<file path="config.mk">
export PLATFORM = sky130hd
export DESIGN_NAME = lcd_show_char
export DESIGN_NICKNAME = d
export VERILOG_FILES = /design/src/rtl/lcd_show_char.sv
export SDC_FILE = /design/constraint.sdc
export NUM_CORES = 1
export LEC_CHECK = 0
export ABC_AREA = 1
export CAP_MARGIN = 20
export CORE_UTILIZATION = 35
export DETAILED_ROUTE_END_ITERATION = 12
export GPL_TIMING_DRIVEN = 0
export MAX_ROUTING_LAYER = met4
export PLACE_DENSITY = 0.62
export SETUP_SLACK_MARGIN = 0.1
export SLEW_MARGIN = 20
export SYNTH_ARGS = -nofsm -noshare
export SYNTH_HDL_FRONTEND = slang
export SYNTH_SLANG_ARGS = --single-unit
</file>
<file path="constraint.sdc">
create_clock -name sys_clk -period 4.5 [get_ports sys_clk]
set_clock_uncertainty 0.05 [all_clocks]
set_input_delay 0.675 -clock sys_clk [delete_from_list [all_inputs] [get_ports sys_clk]]
set_output_delay 0.675 -clock sys_clk [all_outputs]
set_load 0.01 [all_outputs]
</file>
<file path="src/rtl/lcd_show_char.sv">
// lcd_show_char: draws one font glyph on an ST7789-class panel.
// Sets the column/row window, issues memory-write, then streams RGB565
// pixels built from font ROM rows into a byte-level SPI write layer.
// Byte handshake: wr_en is high for exactly one cycle with wr_data stable
// in that cycle; the byte stays outstanding until a wr_done pulse, and the
// next wr_en follows no earlier than the cycle after that wr_done. A wr_done
// with nothing outstanding is ignored.
module lcd_show_char #(
  parameter logic [15:0] FG_COLOR  = 16'h0000,
  parameter logic [15:0] BG_COLOR  = 16'hFFFF,
  parameter int          MAX_ASCII = 94
) (
  input  logic        sys_clk,
  input  logic        sys_rst,
  input  logic        show_char_flag,
  input  logic [6:0]  ascii_num,
  input  logic [8:0]  start_x,
  input  logic [8:0]  start_y,
  input  logic        en_size,
  output logic [11:0] rom_addr,
  input  logic [7:0]  rom_data,
  output logic        wr_en,
  output logic [8:0]  wr_data,
  input  logic        wr_done,
  output logic        show_char_done,
  output logic        busy
);

  typedef enum logic [2:0] {
    S_IDLE   = 3'd0,
    S_HDR    = 3'd1,
    S_PIX_HI = 3'd2,
    S_PIX_LO = 3'd3,
    S_DONE   = 3'd4
  } state_e;

  localparam logic [7:0] CMD_CASET = 8'h2A;
  localparam logic [7:0] CMD_RASET = 8'h2B;
  localparam logic [7:0] CMD_RAMWR = 8'h2C;
  localparam logic [3:0] HDR_LAST  = 4'd10;

  state_e      state_q, state_d;
  logic        pend_q, pend_d;
  logic [3:0]  hdr_idx_q, hdr_idx_d;
  logic [2:0]  col_q, col_d;
  logic [3:0]  row_cnt_q, row_cnt_d;
  logic [7:0]  row_bits_q, row_bits_d;
  logic [6:0]  glyph_q, glyph_d;
  logic        size_q, size_d;
  logic [8:0]  xs_q, xs_d;
  logic [8:0]  ys_q, ys_d;
  logic        wr_en_q, wr_en_d;
  logic [8:0]  wr_data_q, wr_data_d;
  logic [11:0] rom_addr_q, rom_addr_d;
  logic        done_q, done_d;
  logic        busy_q, busy_d;

  logic [6:0]  glyph_in;
  logic [2:0]  col_last;
  logic [3:0]  row_last;
  logic [8:0]  xe;
  logic [8:0]  ye;
  logic        wd_ok;
  logic [2:0]  col_nxt;
  logic [3:0]  row_nxt;
  logic [3:0]  hdr_nxt;

  // ROM address of one font row: {size, glyph*H + row}, H = 12 or 16.
  function automatic logic [11:0] row_addr(input logic sz, input logic [6:0] g,
                                           input logic [3:0] r);
    logic [10:0] g11;
    logic [10:0] base;
    g11  = {4'b0000, g};
    base = sz ? (g11 << 4) : ((g11 << 3) + (g11 << 2));
    return {sz, base + {7'b0000000, r}};
  endfunction

  // One pixel byte: colour high byte or low byte, always sent as data.
  function automatic logic [8:0] pix_byte(input logic fg, input logic hi);
    logic [15:0] color;
    color = fg ? FG_COLOR : BG_COLOR;
    return {1'b1, hi ? color[15:8] : color[7:0]};
  endfunction

  // Window-setup header byte by position 0..10.
  function automatic logic [8:0] hdr_byte(input logic [3:0] idx,
                                          input logic [8:0] x0, input logic [8:0] x1,
                                          input logic [8:0] y0, input logic [8:0] y1);
    logic [8:0] b;
    case (idx)
      4'd0:    b = {1'b0, CMD_CASET};
      4'd1:    b = {1'b1, 7'b0000000, x0[8]};
      4'd2:    b = {1'b1, x0[7:0]};
      4'd3:    b = {1'b1, 7'b0000000, x1[8]};
      4'd4:    b = {1'b1, x1[7:0]};
      4'd5:    b = {1'b0, CMD_RASET};
      4'd6:    b = {1'b1, 7'b0000000, y0[8]};
      4'd7:    b = {1'b1, y0[7:0]};
      4'd8:    b = {1'b1, 7'b0000000, y1[8]};
      4'd9:    b = {1'b1, y1[7:0]};
      default: b = {1'b0, CMD_RAMWR};
    endcase
    return b;
  endfunction

  // Geometry and helper values derived from the latched request.
  always_comb begin
    glyph_in = (ascii_num > 7'(MAX_ASCII)) ? 7'd0 : ascii_num;
    col_last = size_q ? 3'd7 : 3'd5;
    row_last = size_q ? 4'd15 : 4'd11;
    xe       = xs_q + (size_q ? 9'd7 : 9'd5);
    ye       = ys_q + (size_q ? 9'd15 : 9'd11);
    wd_ok    = pend_q && wr_done;
    col_nxt  = col_q + 3'd1;
    row_nxt  = row_cnt_q + 4'd1;
    hdr_nxt  = hdr_idx_q + 4'd1;
  end

  // Next-state logic: each accepted wr_done immediately queues the next byte.
  always_comb begin
    state_d    = state_q;
    pend_d     = pend_q;
    hdr_idx_d  = hdr_idx_q;
    col_d      = col_q;
    row_cnt_d  = row_cnt_q;
    row_bits_d = row_bits_q;
    glyph_d    = glyph_q;
    size_d     = size_q;
    xs_d       = xs_q;
    ys_d       = ys_q;
    wr_en_d    = 1'b0;
    wr_data_d  = wr_data_q;
    rom_addr_d = rom_addr_q;
    done_d     = 1'b0;
    busy_d     = busy_q;

    case (state_q)
      S_IDLE: begin
        pend_d = 1'b0;
        if (show_char_flag) begin
          glyph_d    = glyph_in;
          size_d     = en_size;
          xs_d       = start_x;
          ys_d       = start_y;
          // Row 0 is fetched now; the header gives the ROM ample time.
          rom_addr_d = row_addr(en_size, glyph_in, 4'd0);
          hdr_idx_d  = 4'd0;
          wr_en_d    = 1'b1;
          wr_data_d  = {1'b0, CMD_CASET};
          pend_d     = 1'b1;
          busy_d     = 1'b1;
          state_d    = S_HDR;
        end
      end

      S_HDR: begin
        if (wd_ok) begin
          wr_en_d = 1'b1;
          pend_d  = 1'b1;
          if (hdr_idx_q == HDR_LAST) begin
            // First pixel uses rom_data directly while the row is captured.
            col_d      = 3'd0;
            row_cnt_d  = 4'd0;
            row_bits_d = rom_data;
            wr_data_d  = pix_byte(rom_data[0], 1'b1);
            state_d    = S_PIX_HI;
          end else begin
            hdr_idx_d = hdr_nxt;
            wr_data_d = hdr_byte(hdr_nxt, xs_q, xe, ys_q, ye);
          end
        end
      end

      S_PIX_HI: begin
        if (wd_ok) begin
          wr_en_d   = 1'b1;
          pend_d    = 1'b1;
          wr_data_d = pix_byte(row_bits_q[col_q], 1'b0);
          state_d   = S_PIX_LO;
          // Prefetch the next row during the last pixel of this one.
          if (col_q == col_last && row_cnt_q != row_last) begin
            rom_addr_d = row_addr(size_q, glyph_q, row_nxt);
          end
        end
      end

      S_PIX_LO: begin
        if (wd_ok) begin
          if (col_q == col_last) begin
            if (row_cnt_q == row_last) begin
              pend_d  = 1'b0;
              done_d  = 1'b1;
              busy_d  = 1'b0;
              state_d = S_DONE;
            end else begin
              wr_en_d    = 1'b1;
              pend_d     = 1'b1;
              col_d      = 3'd0;
              row_cnt_d  = row_nxt;
              row_bits_d = rom_data;
              wr_data_d  = pix_byte(rom_data[0], 1'b1);
              state_d    = S_PIX_HI;
            end
          end else begin
            wr_en_d   = 1'b1;
            pend_d    = 1'b1;
            col_d     = col_nxt;
            wr_data_d = pix_byte(row_bits_q[col_nxt], 1'b1);
            state_d   = S_PIX_HI;
          end
        end
      end

      S_DONE: begin
        // Flags in this cycle are deliberately dropped.
        pend_d  = 1'b0;
        state_d = S_IDLE;
      end

      default: begin
        pend_d  = 1'b0;
        busy_d  = 1'b0;
        state_d = S_IDLE;
      end
    endcase
  end

  // State and registered outputs; reset aborts any glyph in progress.
  always_ff @(posedge sys_clk) begin
    if (sys_rst) begin
      state_q    <= S_IDLE;
      pend_q     <= 1'b0;
      hdr_idx_q  <= 4'd0;
      col_q      <= 3'd0;
      row_cnt_q  <= 4'd0;
      row_bits_q <= 8'd0;
      glyph_q    <= 7'd0;
      size_q     <= 1'b0;
      xs_q       <= 9'd0;
      ys_q       <= 9'd0;
      wr_en_q    <= 1'b0;
      wr_data_q  <= 9'd0;
      rom_addr_q <= 12'd0;
      done_q     <= 1'b0;
      busy_q     <= 1'b0;
    end else begin
      state_q    <= state_d;
      pend_q     <= pend_d;
      hdr_idx_q  <= hdr_idx_d;
      col_q      <= col_d;
      row_cnt_q  <= row_cnt_d;
      row_bits_q <= row_bits_d;
      glyph_q    <= glyph_d;
      size_q     <= size_d;
      xs_q       <= xs_d;
      ys_q       <= ys_d;
      wr_en_q    <= wr_en_d;
      wr_data_q  <= wr_data_d;
      rom_addr_q <= rom_addr_d;
      done_q     <= done_d;
      busy_q     <= busy_d;
    end
  end

  assign wr_en          = wr_en_q;
  assign wr_data        = wr_data_q;
  assign rom_addr       = rom_addr_q;
  assign show_char_done = done_q;
  assign busy           = busy_q;

endmodule
</file>
==> run summary, run 1 <==
### Logic synthesis
* **Post-synth top flop** dfxtp_1
* **fraction of the mapped netlist area in adder cells** 0.08637
* **number of distinct library cells after synthesis** 44
* **flop and latch count out of synthesis** 73
* **share of flip-flops with an asynchronous set or reset** 0
* **Warnings, synthesis** 0
* **share of synthesized area occupied by flip-flops and latches** 0.2932
* **summed instance area of the synthesized netlist** 0.004984 mm2
* **main combinational cell family by area after synthesis** simple AND/OR/NAND/NOR gates
* **XOR/XNOR Fraction of Synth Area** 0.01933
* **Post-Syn Instances** 749
* **syn nets** 819
* **count of flip-flops with a built-in enable after synthesis** 0
* **synthesized-area fraction occupied by ao, oa, aoi and oai cells** 0.1993
* **mean instance size in the synthesized netlist** 6.654 um2
* **Post-Synth Simple-Gate Area** 0.3028
* **proportion of synthesized area in mux cells** 0

### Job
* **Max Cap Viol** 0

### Clock tree
* **Clock Latency Late Sink** 0.35 ns
* **cts-stage hold buffer count** 0
* **Sinks on Clock Net** 73
* **Post-CTS Setup Bufs** 0
* **largest buffer count on any clock path** 2
* **CTS tree** yes
* **Max H-tree Level** 3
* **clock slew seen by the registers of the worst setup and hold paths** 0.06 ns
* **post-cts repair resize count** 0
* **cts bufs inserted** 9
* **CTS root buffer** clkbuf_16

### Routing
* **ratio of routed vias to standard cells** 5.043
* **average detailed-routed wire length per instance** 14.14 um
* **Via Count** 5073
* **number of routed nets with antenna violations** 0
* **Pre-Repair DR Iteration Count** 5
* **DR DRC count** 0
* **total length of routed wires** 14.23 mm
* **DR iter-0 viols** 372

### Worst setup path
* **slowest library cell on the worst path** clkdlybuf4s50_1
* **family with the most delay on the worst path** simple AND/OR/NAND/NOR gates
* **required time at the worst-slack endpoint** 4.73 ns
* **most prevalent standard cell on the critical path** nand2_1
* **buffer and inverter count on the worst path** 4
* **sort of element at the end of the critical path** flip-flop
* **category of the critical setup timing path** primary input to flip-flop
* **critical path launch point type** primary input
* **Max Fanout on Critical Path** 6
* **arrival time at the worst endpoint** 3.26 ns
* **series of cell instances along the critical path** clkdlybuf4s50_1 -> inv_1 -> nor2_1 -> nand2_1 -> nand2_1 -> nand2_1 -> nand2_1 -> inv_1 -> ha_1 -> fa_1 -> nand3_1 -> nand2_1 -> nand2_1 -> a21oi_1 -> nor2_1 -> nor2_1 -> o21ai_1 -> inv_1 -> a21oi_1
* **slowest stage delay, CP** 0.48 ns

### Timing
* **worst relative slew slack** 0.5660
* **setup ws final** 1.475 ns
* **final count of pins violating max slew** 0
* **clock period minus worst slack** 3.025 ns
* **period utilisation layout** 0.6722
* **unrepaired setup endpoints after global routing** no
* **final total negative setup slack** 0 ns
* **transition at the pin with the smallest max-transition slack** 0.6509 ns
* **final hold viol count** 0
* **highest clock frequency the design can meet** 0.3306 GHz
* **setup violation total in the final timing report** 0

### Placement
* **pre-CTS setup slack** 1.148 ns
* **number of cells in the design after placement** 990
* **Placement Cell Area** 0.005819 mm2
* **placer congestion estimate** 0.9362
* **hpwl dp** 10.67 mm
* **number of buffers added on ports** 61

### Pwr
* **internal power** 2015 uW
* **final total power** 3699 uW
* **sequential fraction of design power** 0.280
* **Net Switching** 1684 uW
* **maximum vdd drop** 0.0002663 V
* **leakage power figure** 0.002688 uW
* **part of the power in combinational logic** 0.522
* **power per cell area** 604.8 mW/mm2
* **switch share** 0.4553
* **fraction of power consumed by the clock network** 0.198

### Floorplan
* **effective utilization at floorplan** 0.3590
* **core area** 0.01388 mm2
* **Die Span Y** 121.3 um
* **die footprint** 0.01472 mm2
* **I/O pin cnt** 62
* **horizontal die dimension** 121.3 um
* **site row count** 43

### Global route
* **aggregate global-route resource usage** 0.2078
* **maximum number of pins on one net before global-route repair** 13
* **overflow left after global routing** 0
* **wire length of the first global-routing pass** 23.16 mm
* **via count of the first global-routing pass** 4569
* **number of antenna violations at the first check in global routing** 0

### Final layout
* **n_diodes** 0
* **Final nets** 891
* **number of standard cells in the final layout excluding fillers** 1006
* **Layout Cell Area excl Fill** 0.006116 mm2
* **share of post-route cells with drive strength above 1** 0.08959
* **area growth from synthesis to layout** 22.72%

### Status
* **outcome** finished clean

### Min path
* **class of the tightest hold or removal check** flip-flop to flip-flop

==> power groups by stage <==
stage | combinational [uW] | clock (uW) | sequential (uW)
6_report | 1930 | 732 | 1040
5_1_grt | 2170 | 775 | 1060
4_1_cts | 1920 | 748 | 1030
3_5_place_dp | 1910 | 0 | 1040
3_3_place_gp | 1900 | 0 | 1040
2_1_floorplan | 1310 | 0 | 1040
==> metal layers <==
metal,global-route usage,share of wire
met5,-,0
met4,0.06713,0.019
met3,0.03900,0.041
met2,0.3143,0.45
met1,0.2777,0.49
==> final cells by class <==
class | count | area, um2
clock inverters | 6 | 57.56
fillers | 1478 | 7765
multi-input cells | 558 | 3029
well taps | 180 | 225.2
plain buffers | 23 | 133.9
repair buffers | 61 | 610.6
flip-flops and latches | 73 | 1461
clock buffers | 10 | 239.0
inverters | 95 | 359.1
==> layout by cell type (no fill, tap or decap), types with 5 or more instances in the layout <==
master / instances
a211oi_1: 7
nor2_4: 5
nand4_1: 19
clkbuf_16: 9
nand3_1: 51
a21oi_1: 78
clkbuf_1: 12
o21ai_1: 18
ha_1: 28
nor2_1: 73
o211ai_1: 5
nor2_2: 6
nand2_1: 160
clkdlybuf4s50_1: 61
nand2_2: 11
o21ai_0: 51
xor2_1: 10
inv_2: 13
inv_1: 81
dfxtp_1: 73
==> tightest hold or removal path: cells and delay by family (launching register included) <==
family	cells	cell delay (ns)
flops	1	0.31
simple gates	1	0.06
compound gates	1	0.05
==> path summary, 6_finish.rpt <==
path	from	to	slack (ns)	depth (start not counted)
worst min-delay path	wr_data[6]	wr_data[6]	0.42	2
worst max register to register	size_q	rom_addr[8]	2.04	13
worst min register to register	wr_data[6]	wr_data[6]	0.42	2
worst max-delay path	ascii_num[0]	rom_addr[9]	1.48	19
==> flip-flops by register name (all words and copies together) (netlist names), 3 cells and up <==
signal / count
rom_addr: 12
wr_data: 9
xs_q: 9
ys_q: 9
row_bits_q: 8
glyph_q: 7
hdr_idx_q: 4
row_cnt_q: 4
col_q: 3
state_q: 3
==> through the flow <==
stage                     hold WS [ns]    util
after global placement          0.4039  0.4192
after floorplan                 0.3942       -
final                           0.4166  0.4406
after detailed placement        0.4086  0.4192
after global routing            0.4398  0.4406
after CTS                       0.4205  0.4406
==> cell usage after synthesis, types with 2 or more instances <==
cell / n / area (um2)
nand3b_1: 2 / 15.01
nor2_4: 5 / 56.30
nand4_1: 19 / 118.9
inv_1: 81 / 304.0
ha_1: 28 / 350.3
a221oi_1: 3 / 26.28
o21ai_2: 2 / 17.52
o21ai_0: 51 / 255.2
buf_6: 4 / 45.04
buf_4: 4 / 30.03
nor2_2: 6 / 37.54
or2_1: 2 / 12.51
nand2_1: 160 / 600.6
a31oi_1: 4 / 25.02
a21oi_1: 78 / 390.4
a211oi_2: 3 / 37.54
dfxtp_1: 73 / 1461
o21ai_1: 18 / 90.09
o211ai_1: 5 / 37.54
fa_1: 4 / 80.08
inv_2: 13 / 48.80
nand3_1: 51 / 255.2
xor2_1: 10 / 87.58
clkbuf_1: 12 / 45.04
a21oi_2: 3 / 26.28
nand2_2: 11 / 68.82
buf_2: 2 / 10.01
a211oi_1: 7 / 52.55
nor2_1: 73 / 274.0
==> cell families after synthesis <==
logic type,count (synthesis)
AND/OR/NAND/NOR,337
AO/OA/AOI/OAI,178
buffers and inverters,118
flip-flops,73
adder cells (fa/ha/maj),32
XOR/XNOR,11
(Power assumes the default switching activity.)
==> run 2, diff against run 1 <==
Clock period 4.5 ns to 2.85 ns, I/O delays scaled along.
==> run summary, run 2 (synthesis gave the netlist of run 1 again) <==
### Final layout
* **number of filler cells placed in the layout** 1477, -0.068%
* **number of flip-flops in the largest register** 12, unchanged
* **area growth from synthesis to layout** 23.88%
* **n_diodes** 0, unchanged
* **most used cells in the layout excluding fill and tap cells** nand2_1 (157), inv_1 (80), a21oi_1 (78), nor2_1 (73), dfxtp_1 (73)
* **register cell area after layout** 0.001461 mm2, unchanged
* **total area of multi-input combinational cells** 0.003082 mm2, +1.7%
* **Core Util, Final** 0.4447, +0.004146
* **Final nets** 891, unchanged
* **commonest non-fill, non-tap cell in the layout** nand2_1
* **share of post-route cells with drive strength above 1** 0.09927, +0.009685

### Floorplan
* **core area** 0.01388 mm2, unchanged
* **die footprint** 0.01472 mm2, unchanged
* **horizontal die dimension** 121.3 um, unchanged
* **effective utilization at floorplan** 0.3590, unchanged
* **site row count** 43, unchanged
* **I/O pin cnt** 62, unchanged
* **Die Span Y** 121.3 um, unchanged

### Routing
* **Metal-1 WL** 7.048 mm, +0.36%
* **detailed route wirelength on metal3** 605 um, +4.7%
* **DR DRC count** 0, unchanged
* **DR iter-0 viols** 396, +6.5%
* **routed length on met2** 6.375 mm, +0.35%
* **ratio of routed vias to standard cells** 5.037, -0.12%
* **Pre-Repair DR Iteration Count** 5, unchanged
* **average detailed-routed wire length per instance** 14.22 um, +0.53%
* **total length of routed wires** 14.30 mm, +0.53%
* **Via Count** 5067, -0.12%
* **number of routed nets with antenna violations** 0, unchanged
* **uppermost layer routed** met4

### Global route
* **maximum number of pins on one net before global-route repair** 13, unchanged
* **aggregate global-route resource usage** 0.2078, unchanged
* **via count of the first global-routing pass** 4569, unchanged
* **number of antenna violations at the first check in global routing** 0, unchanged
* **overflow left after global routing** 0, unchanged
* **wire length of the first global-routing pass** 23.16 mm, unchanged

### Clock tree
* **Max H-tree Level** 3, unchanged
* **cts-stage hold buffer count** 0, unchanged
* **post-cts repair resize count** 0, unchanged
* **Post-CTS Setup Bufs** 0, unchanged
* **CTS tree** yes
* **Sinks on Clock Net** 73, unchanged
* **cts bufs inserted** 9, unchanged
* **largest buffer count on any clock path** 2, unchanged
* **CTS root buffer** clkbuf_16
* **clock slew seen by the registers of the worst setup and hold paths** 0.06 ns, about the same
* **Clock Latency Late Sink** 0.35 ns, about the same

### Worst setup path
* **critical path launch point type** primary input
* **Max Fanout on Critical Path** 6, unchanged
* **most prevalent standard cell on the critical path** nand2_1
* **family with the most delay on the worst path** simple AND/OR/NAND/NOR gates
* **sort of element at the end of the critical path** flip-flop
* **R2R depth** 13, unchanged
* **series of cell instances along the critical path** clkdlybuf4s50_1 -> nand2_1 -> nor2_1 -> nand2_1 -> nand2_1 -> nand2_4 -> nand2_4 -> inv_2 -> ha_2 -> fa_2 -> nand3_1 -> nand2_1 -> nand2_1 -> a21oi_1 -> nor2_1 -> nor2_1 -> o21ai_1 -> inv_1 -> a21oi_1
* **register-to-register setup slack** 0.41 ns, -1.63 ns
* **startpoint of the lowest-slack register-to-register path** size_q
* **category of the critical setup timing path** primary input to flip-flop
* **buffer and inverter count on the worst path** 3, -1
* **endpoint of the worst-slack reg-to-reg timing path** rom_addr[8]
* **slowest stage delay, CP** 0.48 ns, about the same
* **arrival time at the worst endpoint** 2.79 ns, -0.47 ns
* **slowest library cell on the worst path** clkdlybuf4s50_1
* **required time at the worst-slack endpoint** 3.08 ns, -1.65 ns

### Min path
* **class of the tightest hold or removal check** primary input to flip-flop
* **Hold Path Stages** 3, +1
* **hold-critical path endpoint** glyph_q[0]
* **worst min-delay path startpoint** ascii_num[0]

### Pwr
* **maximum vdd drop** 0.0004219 V, +58%
* **power per cell area** 947.5 mW/mm2, +57%
* **leakage power figure** 0.002711 uW, +0.86%
* **final total power** 5850 uW, +58%

### Timing
* **clock period minus worst slack** 2.555 ns
* **final count of pins violating max slew** 0, unchanged
* **transition at the pin with the smallest max-transition slack** 0.6486 ns, -0.002302 ns
* **unrepaired setup endpoints after global routing** no
* **worst relative slew slack** 0.5676, +0.001534
* **highest clock frequency the design can meet** 0.3914 GHz
* **setup violation total in the final timing report** 0, unchanged
* **final hold viol count** 0, unchanged
* **period utilisation layout** 0.8964

### Job
* **Max Cap Viol** 0, unchanged

### Placement
* **placer congestion estimate** 0.9362, unchanged
* **hpwl dp** 10.67 mm, unchanged
* **number of buffers added on ports** 61, unchanged

### Status
* **outcome** finished clean

-- run 2: changes by cell type in the layout (fill, tap and decap cells not counted), sizes merged --
| cell | before | now |
|---|---|---|
| clkdlybuf4s50 | 61 | 59 |
| dlymetal6s2s | 0 | 2 |
-- run 2: layout make-up --
class	instances	area share
Buffer	23	0.02169
Clock buffer	10	0.03871
Clock inverter	6	0.009323
Inverter	95	0.05817
Multi-Input combinational cell	558	0.4992
Sequential cell	73	0.2367
Tap cell	180	0.03648
Timing Repair Buffer	61	0.09972
-- run 2: how the worst max path moves through the flow --
stage | slack, ns | to | start | cells after the start
2_1_floorplan | 0.53 | rom_addr[9] | ascii_num[2] | 18
3_3_place_gp | -0.30 | rom_addr[9] | ascii_num[0] | 19
3_5_place_dp | -0.25 | rom_addr[9] | ascii_num[2] | 19
4_1_cts | 0.10 | rom_addr[9] | ascii_num[2] | 19
5_1_grt | 0.1 | rom_addr[9] | ascii_num[2] | 19
6_report | 0.30 | rom_addr[9] | ascii_num[2] | 19
-- run 2: worst register-to-register path, cell delays in order, from the launching register on --
cell,delay (ns)
dfxtp_1,0.49
buf_4,0.25
nor2_1,0.08
ha_1,0.21
fa_1,0.41
nand2_1,0.09
a21oi_1,0.05
nand3_1,0.12
nor2_2,0.07
or2_1,0.21
nand3_1,0.06
nand3_1,0.12
nand2_1,0.08
inv_1,0.04
-- run 2: per-layer routing --
layer / up-vias / global-route usage
met5: - / -
met2: 114 / 0.3143
met3: 18 / 0.03900
li1: 2623 / -
met1: 2312 / 0.2777
met4: 0 / 0.06713
-- run 2: power by group --
| group | internal, uW | total [uW] | leakage [uW] | switching (uW) |
|---|---|---|---|---|
| Sequential | 1350 | 1640 | 0.000600 | 289 |
| Combinational | 1150 | 3060 | 0.00196 | 1910 |
| Clock | 695 | 1160 | 0.000148 | 461 |
| Total | 3190 | 5850 | 0.00271 | 2660 |
-- run 2: through the flow --
stage,std cells,instance area [um2],TNS (ns),worst slack [ns],hold WS [ns]
2_1_floorplan,749,4984,0,0.5263,0.3942
3_3_place_gp,990,5819,-0.7751,-0.3003,0.4039
3_5_place_dp,990,5819,-0.6222,-0.2548,0.4086
4_1_cts,1006,6116,0,0.1003,0.4205
5_1_grt,1006,6173,0,0.09547,0.3901
6_report,1006,6173,0,0.2952,0.3837
